`config.mk`:
```
export PLATFORM = sky130hd
export DESIGN_NAME = multi_button_debouncer
export DESIGN_NICKNAME = d
export VERILOG_FILES = /design/src/rtl/multi_button_debouncer.sv
export SDC_FILE = /design/constraint.sdc
export NUM_CORES = 1
export LEC_CHECK = 0
export BUFFER_PORTS_ARGS = -buffer_cell sky130_fd_sc_hd__buf_2
export CAP_MARGIN = 20
export CORE_UTILIZATION = 56
export CTS_CLUSTER_DIAMETER = 80
export DETAILED_ROUTE_END_ITERATION = 10
export PLACE_DENSITY = 0.82
export SLEW_MARGIN = 15
export SYNTH_ARGS = -nofsm -noshare
export SYNTH_HDL_FRONTEND = slang
export SYNTH_SLANG_ARGS = --single-unit
```
`constraint.sdc`:
```
create_clock -name clk -period 2.2 [get_ports clk]
set_clock_uncertainty 0.05 [all_clocks]
set_input_delay 0.22 -clock clk [delete_from_list [all_inputs] [get_ports clk]]
set_output_delay 0.22 -clock clk [all_outputs]
set_load 0.01 [all_outputs]
```
`src/rtl/multi_button_debouncer.sv`:
```
// Multi-channel push-button conditioner: synchroniser, tick-sampled debounce,
// press/release strobes and optional hold-to-repeat per channel.
// The release strobe port is named rel because release is a reserved word.
module multi_button_debouncer #(
    parameter int unsigned          CHANNELS     = 4,
    parameter int unsigned          TICK_DIV     = 100000,
    parameter int unsigned          DEPTH        = 10,
    parameter int unsigned          HOLD_TICKS   = 500,
    parameter int unsigned          REPEAT_TICKS = 100,
    parameter logic [CHANNELS-1:0]  REPEAT_MASK  = {CHANNELS{1'b1}}
) (
    input  logic                clk,
    input  logic                rst,
    input  logic [CHANNELS-1:0] btn_in,
    output logic [CHANNELS-1:0] level,
    output logic [CHANNELS-1:0] press,
    output logic [CHANNELS-1:0] rel,
    output logic [CHANNELS-1:0] held
);

    localparam int unsigned DIV_W = (TICK_DIV > 1) ? $clog2(TICK_DIV) : 1;
    localparam int unsigned MAX_T = (HOLD_TICKS > REPEAT_TICKS) ? HOLD_TICKS : REPEAT_TICKS;
    localparam int unsigned CNT_W = (MAX_T > 1) ? $clog2(MAX_T) : 1;

    localparam logic [DIV_W-1:0] DIV_LAST  = DIV_W'(TICK_DIV - 1);
    localparam logic [CNT_W-1:0] HOLD_LAST = CNT_W'(HOLD_TICKS - 1);
    localparam logic [CNT_W-1:0] REP_LAST  = CNT_W'(REPEAT_TICKS - 1);

    typedef enum logic [1:0] {
        IDLE,
        PRESSED,
        REPEATING
    } hold_state_e;

    logic [DIV_W-1:0]    div_cnt;
    logic                tick;
    logic [CHANNELS-1:0] sync1;
    logic [CHANNELS-1:0] sync2;

    always_ff @(posedge clk or negedge rst) begin
        if (!rst) begin
            div_cnt <= '0;
        end else if (div_cnt == DIV_LAST) begin
            div_cnt <= '0;
        end else begin
            div_cnt <= div_cnt + DIV_W'(1);
        end
    end

    always_comb tick = (div_cnt == DIV_LAST);

    always_ff @(posedge clk or negedge rst) begin
        if (!rst) begin
            sync1 <= '0;
            sync2 <= '0;
        end else begin
            sync1 <= btn_in;
            sync2 <= sync1;
        end
    end

    for (genvar c = 0; c < CHANNELS; c++) begin : g_ch
        logic [DEPTH-1:0] shreg;
        logic [DEPTH-1:0] shreg_next;
        hold_state_e      state;
        hold_state_e      state_next;
        logic [CNT_W-1:0] cnt;
        logic [CNT_W-1:0] cnt_next;
        logic             level_q;
        logic             press_q;
        logic             rel_q;
        logic             held_q;
        logic             rise;
        logic             fall;
        logic             hold_hit;
        logic             rep_hit;
        logic             press_next;
        logic             held_next;

        // Level decisions look at the register contents after this tick's shift.
        always_comb begin
            shreg_next = shreg;
            rise       = 1'b0;
            fall       = 1'b0;
            if (tick) begin
                shreg_next = {shreg[DEPTH-2:0], sync2[c]};
                rise       = (&shreg_next) && !level_q;
                fall       = !(|shreg_next) && level_q;
            end
            hold_hit = tick && (state == PRESSED)   && (cnt == HOLD_LAST);
            rep_hit  = tick && (state == REPEATING) && (cnt == REP_LAST);
        end

        always_ff @(posedge clk or negedge rst) begin
            if (!rst) begin
                state <= IDLE;
                cnt   <= '0;
            end else begin
                state <= state_next;
                cnt   <= cnt_next;
            end
        end

        always_comb begin
            state_next = state;
            cnt_next   = cnt;
            if (fall) begin
                state_next = IDLE;
                cnt_next   = '0;
            end else begin
                case (state)
                    IDLE: begin
                        cnt_next = '0;
                        if (rise) state_next = PRESSED;
                    end
                    PRESSED: begin
                        if (hold_hit) begin
                            state_next = REPEATING;
                            cnt_next   = '0;
                        end else if (tick) begin
                            cnt_next = cnt + CNT_W'(1);
                        end
                    end
                    REPEATING: begin
                        if (rep_hit) begin
                            cnt_next = '0;
                        end else if (tick) begin
                            cnt_next = cnt + CNT_W'(1);
                        end
                    end
                    default: begin
                        state_next = IDLE;
                        cnt_next   = '0;
                    end
                endcase
            end
        end

        // A fall on an expiry tick suppresses the repeat strobe.
        always_comb begin
            press_next = rise || (!fall && (hold_hit || rep_hit) && REPEAT_MASK[c]);
            held_next  = (state_next == REPEATING);
        end

        always_ff @(posedge clk or negedge rst) begin
            if (!rst) begin
                shreg   <= '0;
                level_q <= 1'b0;
                press_q <= 1'b0;
                rel_q   <= 1'b0;
                held_q  <= 1'b0;
            end else begin
                shreg   <= shreg_next;
                press_q <= press_next;
                rel_q   <= fall;
                held_q  <= held_next;
                if (rise) begin
                    level_q <= 1'b1;
                end else if (fall) begin
                    level_q <= 1'b0;
                end
            end
        end

        assign level[c] = level_q;
        assign press[c] = press_q;
        assign rel[c]   = rel_q;
        assign held[c]  = held_q;
    end

endmodule

```
# Word level (Yosys, flattened, before mapping)
# Cells that the tools add are included.
# W data, S select, Z words.
[classes]
add_sub_neg = 5
n_eq_ne = 21
reduce_logical = 64
muxes = 53
[op_table]
columns = ["operator", "count"]
rows = [
  ["$mux W9", 16],
  ["$pmux W9 S2", 4],
  ["$reduce_and A10 Y1", 4],
  ["$reduce_or A10 Y1", 4],
  ["$add A9 B1 Y9 const B", 4],
  ["$eq A9 B7 Y1 const B", 4],
  ["$eq A9 B9 Y1 const B", 4],
  ["$logic_and A1 B1 Y1", 28],
  ["$mux W2", 12],
  ["$pmux W2 S3", 4],
  ["$add A17 B1 Y17 const B", 1],
  ["$eq A17 B17 Y1 const B", 1],
  ["$mux W17", 1],
  ["$eq A2 B2 Y1 const B", 8],
  ["$mux W1", 16],
  ["$logic_not A1 Y1", 12],
  ["$eq A2 B1 Y1 const B", 4],
  ["$logic_not A2 Y1", 4],
  ["$logic_or A1 B1 Y1", 8],
  ["$reduce_bool A2 Y1", 4],
]
[word_totals]
regBits = 121
out_inout_bits = 16
in_bits = 6

# Depth between registers and ports, before layout
# Gate-level depths: netlist of run 1.
[logic_depth]
word_depth = 7
depth_mapped = 8
depth_no_buf = 7

# Worst setup path before layout of run 1
# No wires, ideal clock.
[synth_path]
path_kind = "register to register"
start = "reg g_ch[2].cnt[0]"
end = "reg g_ch[2].held_q"
slack_ns = -0.016
path_stages_with_launch = 6
setup_time_ns = 0.111
arrival_ns = 2.054
cell_sequence = "dfrtp_1 > ha_1 > or3b_2 > or3_1 > a211o_1 > a2111oi_2"
[synth_via]
elab_chain_cells = 6
[synth_lines]
columns = ["item", "line_no", "text"]
rows = [
  ["from (decl)", "67", "logic [CNT_W-1:0] cnt;"],
  ["from (signal assigned)", "100", "cnt <= cnt_next;"],
  ["$eq A9 B9 Y1", "90", "hold_hit = tick && (state == PRESSED) && (cnt == HOLD_LAST);"],
  ["$logic_and A1 B1 Y1", "90", ""],
  ["$mux W2", "117", "if (hold_hit) begin"],
  ["$pmux W2 S3", "111", "case (state)"],
  ["$mux W2", "107", "if (fall) begin"],
  ["$eq A2 B2 Y1", "142", "held_next = (state_next == REPEATING);"],
  ["named net g_ch[2].held_next", "78", "logic held_next;"],
  ["to (signal assigned)", "156", "held_q <= held_next;"],
  ["to (decl)", "72", "logic held_q;"],
]
# The timed path passes the listed nets, and every way through them passes these cells.
# A chain may end at the register's enable or synchronous reset.

# Worst setup path in the final report of run 1
[layout_path]
start = "reg div_cnt[0]"
end = "reg g_ch[2].held_q"
[layout_via]
elab_chain_cells = 7
[layout_lines]
columns = ["item", "line_no", "text"]
rows = [
  ["from (decl)", "35", "logic [DIV_W-1:0] div_cnt;"],
  ["from (signal assigned)", "46", "div_cnt <= div_cnt + DIV_W'(1);"],
  ["$eq A17 B17 Y1 *", "50", "always_comb tick = (div_cnt == DIV_LAST);"],
  ["$logic_and A1 B1 Y1 (2 in series)", "90", ""],
  ["$mux W2", "117", ""],
  ["$pmux W2 S3", "111", ""],
  ["$mux W2 *", "107", ""],
  ["$eq A2 B2 Y1 *", "142", ""],
  ["named net g_ch[2].held_next", "78", ""],
]
# Mark *: on every way through the listed nets, which the timed path passes. The rest lies on a longest branch.

==> results by group, run 1 <==
Timing
  • Setup_tns: -0.135 ns
  • Final Cycle Share: 105%
  • RSZ-0062 raised after global routing: true
  • Worst-Margin Slew: 0.463 ns
  • Slew Limit Fails: 0
  • Slew margin rel.: between 60% and 70%
  • Highest clock rate: ~0.43 GHz
  • Final setup fails: 2
  • Final min period: 2.30 ns
  • Worst Slack Setup Final: -0.101 ns
  • Final hold viol count: 0

Power
  • Clock power share: between 50% and 60%
  • VDD IR-drop max: ~0.00044 V
  • Seq pwr share: between 40 and 50%
  • Pwr dens: 730 nW/um^2
  • Switching Share: approximately a fifth
  • Int Pwr: between 0.004 and 0.005 W
  • Logic gate share of total power: 1.2%
  • Static Leak: approximately 3.4 nW
  • P_sw: roughly 0.001 W
  • Total power: between 0.005 and 0.006 W

Placed design
  • # port buffers: 21
  • Worst slack, placed: -0.192 ns
  • GPL Wtd Cong: 0.819
  • DP Area: about 6400 sq um
  • Cells after DPL: around 800
  • Hpwl dp: ~8.3 mm

Global route
  • First-pass GRT wire length: 22.4 mm
  • GR Overflow Total: 0
  • Gr usage total: about a quarter
  • Largest net degree at the start of global routing: slightly above 80
  • Initial antenna violation count: 0
  • Vias in the first global route: about 5000

Clock network
  • Root Driver: clkbuf_8
  • H-tree Lvls: 4
  • CTS max path bufs: 2
  • Worst skew pair latency: slightly above 0.5 ns
  • Clock slew at reported path FFs: roughly 0.060 ns
  • Clock buffer count from CTS: 17
  • CTS tree: built
  • Clock sink total: roughly 120

Routing
  • Vias: between 4000 and 5000
  • Final antenna-violating net count: 0
  • Vias per Instance: between 5 and 6
  • Detailed Route WL: roughly 14 mm
  • DRC errors left: 0
  • DRT iter0 DRCs: a little under 300
  • Number of detailed-routing iterations run before antenna repair: 5
  • Wire length per cell: approximately 16 microns

Die
  • Die X: between 100 and 150 microns
  • Core area: 10200 sq um
  • Rows: 37
  • Die Y-Extent: roughly 100 microns
  • Die area: approximately 11000 sq um
  • Initial Utilization: around 57%
  • IO Count: 22

Layout
  • Multi-input gate area: roughly 2700 sq um
  • Layout cells sized above 1: about a fifth
  • Area Growth Syn to Fin: 24.1%
  • Most frequent cells in the layout: 141 x nand2_1, 121 x dfrtp_1, 60 x buf_4, 54 x nor2_1, 25 x xor2_1
  • Fill cell count: 660
  • Antenna diodes: 0
  • Layout Cells excl Fill: between 800 and 900
  • Layout Nets: about 700
  • Most common cell after layout, fill and taps aside: nand2_1
  • Fin area: 7290 sq um
  • Register area: roughly 3000 sq um

Flow run
  • Max Cap Violations: 0

Logic synthesis
  • Synth Area in XOR/XNOR: 6.71%
  • Post-synth ARST share: 100%
  • EDFF count, synth: 0
  • Largest family of logic cells by synthesized area: simple AND/OR/NAND/NOR gates
  • Yosys cell types: 55
  • Sequential share of the synthesized area: a little over 50%
  • Flops & latches, synth: between 100 and 150
  • Synth warn: 0
  • Synthesized-area fraction occupied by adder cells: about 4.5%
  • Net Count, Synth: about 640
  • Primary FF master, synth: dfrtp_1
  • Area of the mapped netlist: approximately 5900 sq um
  • Post-synthesis simple-gate area fraction: a little over a quarter
  • Cells after synthesis: between 600 and 700
  • Post-synthesis compound-gate area fraction: under 10%
  • Mux contribution to synthesized area: 0%
  • Avg Inst Size Synth: approximately 9.6 sq um

Critical path
  • CP arrival: between 2 and 3 ns
  • Max FO, Critical Path: 4
  • Startpoint Class: flip-flop
  • CP endpoint kind: flip-flop
  • CP required: about 2.6 ns
  • Critical path class: reg -> reg

Min path
  • Hold Path Class: in -> async

Run status
  • Status: finished with violations
  • Violated checks: setup timing
path summary, 6_finish.rpt:
check	depth (start not counted)	start	end	slack [ns]
max reg2reg	6	div_cnt[0]$_DFF_PN0_	g_ch[2].held_q$_DFF_PN0_	-0.10
min	2	rst	sync1[3]$_DFF_PN0_	0.14
max in group asynchronous	3	rst	g_ch[1].cnt[5]$_DFF_PN0_	1.21
max	6	div_cnt[0]$_DFF_PN0_	g_ch[2].held_q$_DFF_PN0_	-0.10
min reg2reg	0	sync1[1]$_DFF_PN0_	sync2[1]$_DFF_PN0_	0.30
min in group clk	2	btn_in[0]	sync1[0]$_DFF_PN0_	0.29
synthesized netlist by cell type (all sizes together) (2+ instances only):
library cell / n / share of area, %
a2111oi: 3 / 0.55
a211oi: 4 / 0.51
a21oi: 13 / 1.1
a31oi: 2 / 0.21
and2: 8 / 0.85
and3: 8 / 0.85
and4: 7 / 1.0
buf: 21 / 2.5
clkbuf: 12 / 0.77
dfrtp: 121 / 52
ha: 21 / 4.5
inv: 18 / 1.2
nand2: 141 / 9.0
nand3: 22 / 1.9
nand4: 20 / 2.2
nand4b: 2 / 0.30
nor2: 56 / 3.6
nor2b: 3 / 0.32
nor3: 17 / 1.5
nor3b: 3 / 0.38
nor4: 8 / 1.1
nor4b: 6 / 0.89
o211a: 2 / 0.34
o21a: 2 / 0.26
o21ai: 9 / 0.77
o221ai: 2 / 0.40
o31a: 3 / 0.45
o31ai: 5 / 0.64
or2: 2 / 0.21
or3: 7 / 0.75
or4: 2 / 0.26
xnor2: 20 / 3.0
xor2: 25 / 3.7
stage by stage:
step           util, %  hold slack (ns)
2_1_floorplan        -           -0.126
3_3_place_gp      62.7            0.132
3_5_place_dp      62.7            0.136
4_1_cts           70.1            0.146
5_1_grt           71.2            0.176
6_report          71.2            0.141
critical path, stage by stage, from the launching register on:
cell,delay (ns)
dfrtp_1,0.36
ha_2,0.22
and4_4,0.27
nand4_4,0.17
or3_4,0.43
a211o_1,0.34
a2111oi_4,0.34
cells by family after synthesis:
kind of cell | after synthesis
AO/OA/AOI/OAI | 54
XOR/XNOR | 45
adder cells (fa/ha/maj) | 21
buffers and inverters | 51
flip-flops | 121
AND/OR/NAND/NOR | 319
routing by layer:
metal  track usage, %  vias to the layer above  share of wire [%]
met4             11.6                        0                2.2
met1             30.2                     2370                 41
met2             45.6                      131                 53
li1                 -                     2222                  -
met5                0                        -                  0
met3             5.76                       33                3.2
sequential cells by signal, summed over array words and instances, names as in the netlist:
name,flops
div_cnt,17
g_ch.cnt,36
g_ch.held_q,4
g_ch.level_q,4
g_ch.press_q,4
g_ch.rel_q,4
g_ch.shreg,36
g_ch.state,8
sync1,4
sync2,4
area by class of cell:
| cell class | count | area share, % |
|---|---|---|
| Clock buffer | 22 | 6.49 |
| Inverter | 18 | 0.927 |
| Sequential cell | 121 | 41.6 |
| Tap cell | 136 | 2.34 |
| Clock inverter | 7 | 2.27 |
| Timing Repair Buffer | 90 | 9.31 |
| Multi-Input combinational cell | 439 | 37.1 |
power by group through the flow:
stage               sequential, W  combinational, W  clock [W]
finish                    0.00224         0.0000625    0.00302
global route              0.00224         0.0000733    0.00316
CTS                       0.00224         0.0000658    0.00304
detailed placement        0.00228         0.0000586          0
global placement          0.00228         0.0000577          0
floorplan                 0.00228        0.00000236          0
repair_timing:
item	4_1_cts	5_1_grt
setup buffers	2	4
setup endpoints to repair	21	22
hold endpoints to repair	44	0
hold buffers	5	0
resized for setup	13	18
pin swaps	8	6
Power figures use the tool's default switching activity.
==> run 2, diff against run 1 <==
--- a/config.mk
+++ b/config.mk
@@ -11,6 +11,7 @@
 export CTS_CLUSTER_DIAMETER = 80
 export DETAILED_ROUTE_END_ITERATION = 10
 export PLACE_DENSITY = 0.82
+export RECOVER_POWER = 25
 export SLEW_MARGIN = 15
 export SYNTH_ARGS = -nofsm -noshare
 export SYNTH_HDL_FRONTEND = slang
==> run 2 against run 1 <==
Effect of this change: die area is the same; the run still ends with setup timing left; register-to-register slack gained 0.02 ns; critical path depth is the same; utilization fell by 0.13 points; power barely moved; clock power about the same; sequential power hardly changed; cell count unchanged.
==> results by group, run 2 (same netlist as run 1, synthesis figures left out) <==
Run status
  • Status: finished with violations
  • Violated checks: setup timing

Power
  • Total power: 0.00532 W (about the same)
  • Pwr dens: 731 nW/um^2 (+0.13%)
  • VDD IR-drop max: 0.000436 V (about the same)
  • Static Leak: 3.43 nW (-0.35%)

Timing
  • Worst Slack Setup Final: -0.0847 ns (+0.0162 ns)
  • RSZ-0062 raised after global routing: true
  • Slew margin rel.: 44.1% (-25 points)
  • Worst-Margin Slew: 0.839 ns (+0.376 ns)
  • Final setup fails: 2 (unchanged)
  • Final hold viol count: 0 (unchanged)
  • Slew Limit Fails: 0 (unchanged)
  • Final Cycle Share: 104% (-0.74 points)
  • Final min period: 2.28 ns (-0.0162 ns)
  • Highest clock rate: 0.438 GHz (+0.71%)
  • Setup_tns: -0.106 ns (+0.0293 ns)

Routing
  • Wire length per cell: 16.3 microns (-0.34%)
  • Vias: 4776 (+0.42%)
  • Final antenna-violating net count: 0 (unchanged)
  • Detailed Route WL: 13.6 mm (-0.34%)
  • Vias per Instance: 5.73 (+0.42%)
  • DRC errors left: 0 (unchanged)
  • Number of detailed-routing iterations run before antenna repair: 6 (+1)
  • DRT iter0 DRCs: 275 (-4.8%)

Layout
  • Layout Nets: 714 (unchanged)
  • Most frequent cells in the layout: 141 x nand2_1, 121 x dfrtp_1, 56 x buf_4, 54 x nor2_1, 25 x xor2_1
  • Area Growth Syn to Fin: 23.8%
  • Most common cell after layout, fill and taps aside: nand2_1
  • Layout cells sized above 1: 19.4% (-0.43 points)
  • Fill cell count: 667 (+1.1%)
  • Biggest regs: g_ch.cnt: 36 flops, g_ch.shreg: 36 flops, div_cnt: 17 flops
  • Multi-input gate area: 2700 sq um (unchanged)
  • Fin area: 7270 sq um (-0.19%)
  • Post-layout util: 71.1% (-0.13 points)
  • Register area: 3030 sq um (unchanged)
  • Antenna diodes: 0 (unchanged)

Min path
  • Hold Crit Start: btn_in[0]
  • WHS Path Cells: 2
  • Hold Path Class: in -> reg

Critical path
  • Register-to-Register Path Depth: 6 (unchanged)
  • CP arrival: 2.63 ns (-0.02 ns)
  • Startpoint Class: flip-flop
  • Critical path class: reg -> reg
  • CP required: 2.54 ns (about the same)
  • CP endpoint kind: flip-flop
  • Worst Setup SP: div_cnt[0]$_DFF_PN0_
  • Reg2reg start: div_cnt[0]$_DFF_PN0_
  • Max FO, Critical Path: 4 (unchanged)

Die
  • IO Count: 22 (unchanged)
  • Die X: 104 microns (unchanged)
  • Rows: 37 (unchanged)
  • Initial Utilization: 57.4% (unchanged)
  • Die Y-Extent: 104 microns (unchanged)
  • Die area: 10900 sq um (unchanged)
  • Core area: 10200 sq um (unchanged)

Clock network
  • Clock buffer count from CTS: 17 (unchanged)
  • H-tree Lvls: 4 (unchanged)
  • Root Driver: clkbuf_8
  • Clock slew at reported path FFs: 0.06 ns (about the same)
  • CTS tree: built
  • CTS max path bufs: 2 (unchanged)
  • Worst skew pair latency: 0.51 ns (about the same)
  • Clock sink total: 121 (unchanged)

Global route
  • Initial antenna violation count: 0 (unchanged)
  • First-pass GRT wire length: 22.4 mm (unchanged)
  • Gr usage total: 26.0% (unchanged)
  • Vias in the first global route: 4934 (unchanged)
  • Largest net degree at the start of global routing: 82 (unchanged)
  • GR Overflow Total: 0 (unchanged)

Placed design
  • DP Area: 6410 sq um (unchanged)
  • Hpwl dp: 8.31 mm (unchanged)
  • GPL Wtd Cong: 0.819 (unchanged)
  • # port buffers: 21 (unchanged)

Flow run
  • Max Cap Violations: 0 (unchanged)
run 2: cell count changes in the layout (fill, tap and decap cells not counted):
cell,change
clkbuf_1,+3
clkbuf_2,+1
buf_4,-4
run 2: report_power, final:
group	internal (W)	switching (W)	total (W)	leakage, nW
registers	0.00223	0.00000502	0.00224	1.66
logic	0.0000150	0.0000457	0.0000606	1.46
clock network	0.00206	0.000961	0.00302	0.305
run 2: critical path, stage by stage (launching register included):
cell	delay [ns]
dfrtp_1	0.36
ha_2	0.21
and4_4	0.27
nand4_4	0.17
or3_4	0.43
a211o_1	0.33
a2111oi_4	0.33
run 2: routing by layer:
layer | track usage (%) | vias up | wire length [microns]
met5 | 0 | - | 0
met4 | 11.6 | 0 | 401
met3 | 5.76 | 47 | 479
met2 | 45.6 | 145 | 7150
met1 | 30.2 | 2358 | 5530
li1 | - | 2226 | -
run 2: final timing paths:
path	slack, ns	endpoint
min in group asynchronous	0.30	sync1[3]$_DFF_PN0_
hold reg to reg	0.30	sync2[1]$_DFF_PN0_
setup / recovery	-0.08	g_ch[2].held_q$_DFF_PN0_
max in group asynchronous	0.91	g_ch[0].shreg[6]$_DFFE_PN0N_
setup reg to reg	-0.08	g_ch[2].held_q$_DFF_PN0_
hold / removal	0.29	sync1[0]$_DFF_PN0_
run 2: final cells by class:
class                           count  area share (%)
Clock inverter                      7            2.27
Clock buffer                       22            6.50
Sequential cell                   121            41.6
Inverter                           18           0.929
Tap cell                          136            2.34
Timing Repair Buffer               90            9.14
Multi-Input combinational cell    439            37.2
run 2: through the flow:
stage	hold slack, ns	instances	setup WS (ns)
2_1_floorplan	-0.126	611	0.0108
6_report	0.294	833	-0.0847
3_5_place_dp	0.136	793	-0.192
3_3_place_gp	0.132	793	-0.0392
5_1_grt	0.285	833	-0.144
4_1_cts	0.146	829	-0.0552
run 2: timing repair:
item / in CTS / in global routing
hold endpoints to repair: 44 / 0
endpoints found under the setup margin: 21 / 22
pin swaps: 8 / 6
resized for setup: 13 / 18
setup buffers: 2 / 4
hold buffers: 5 / 0
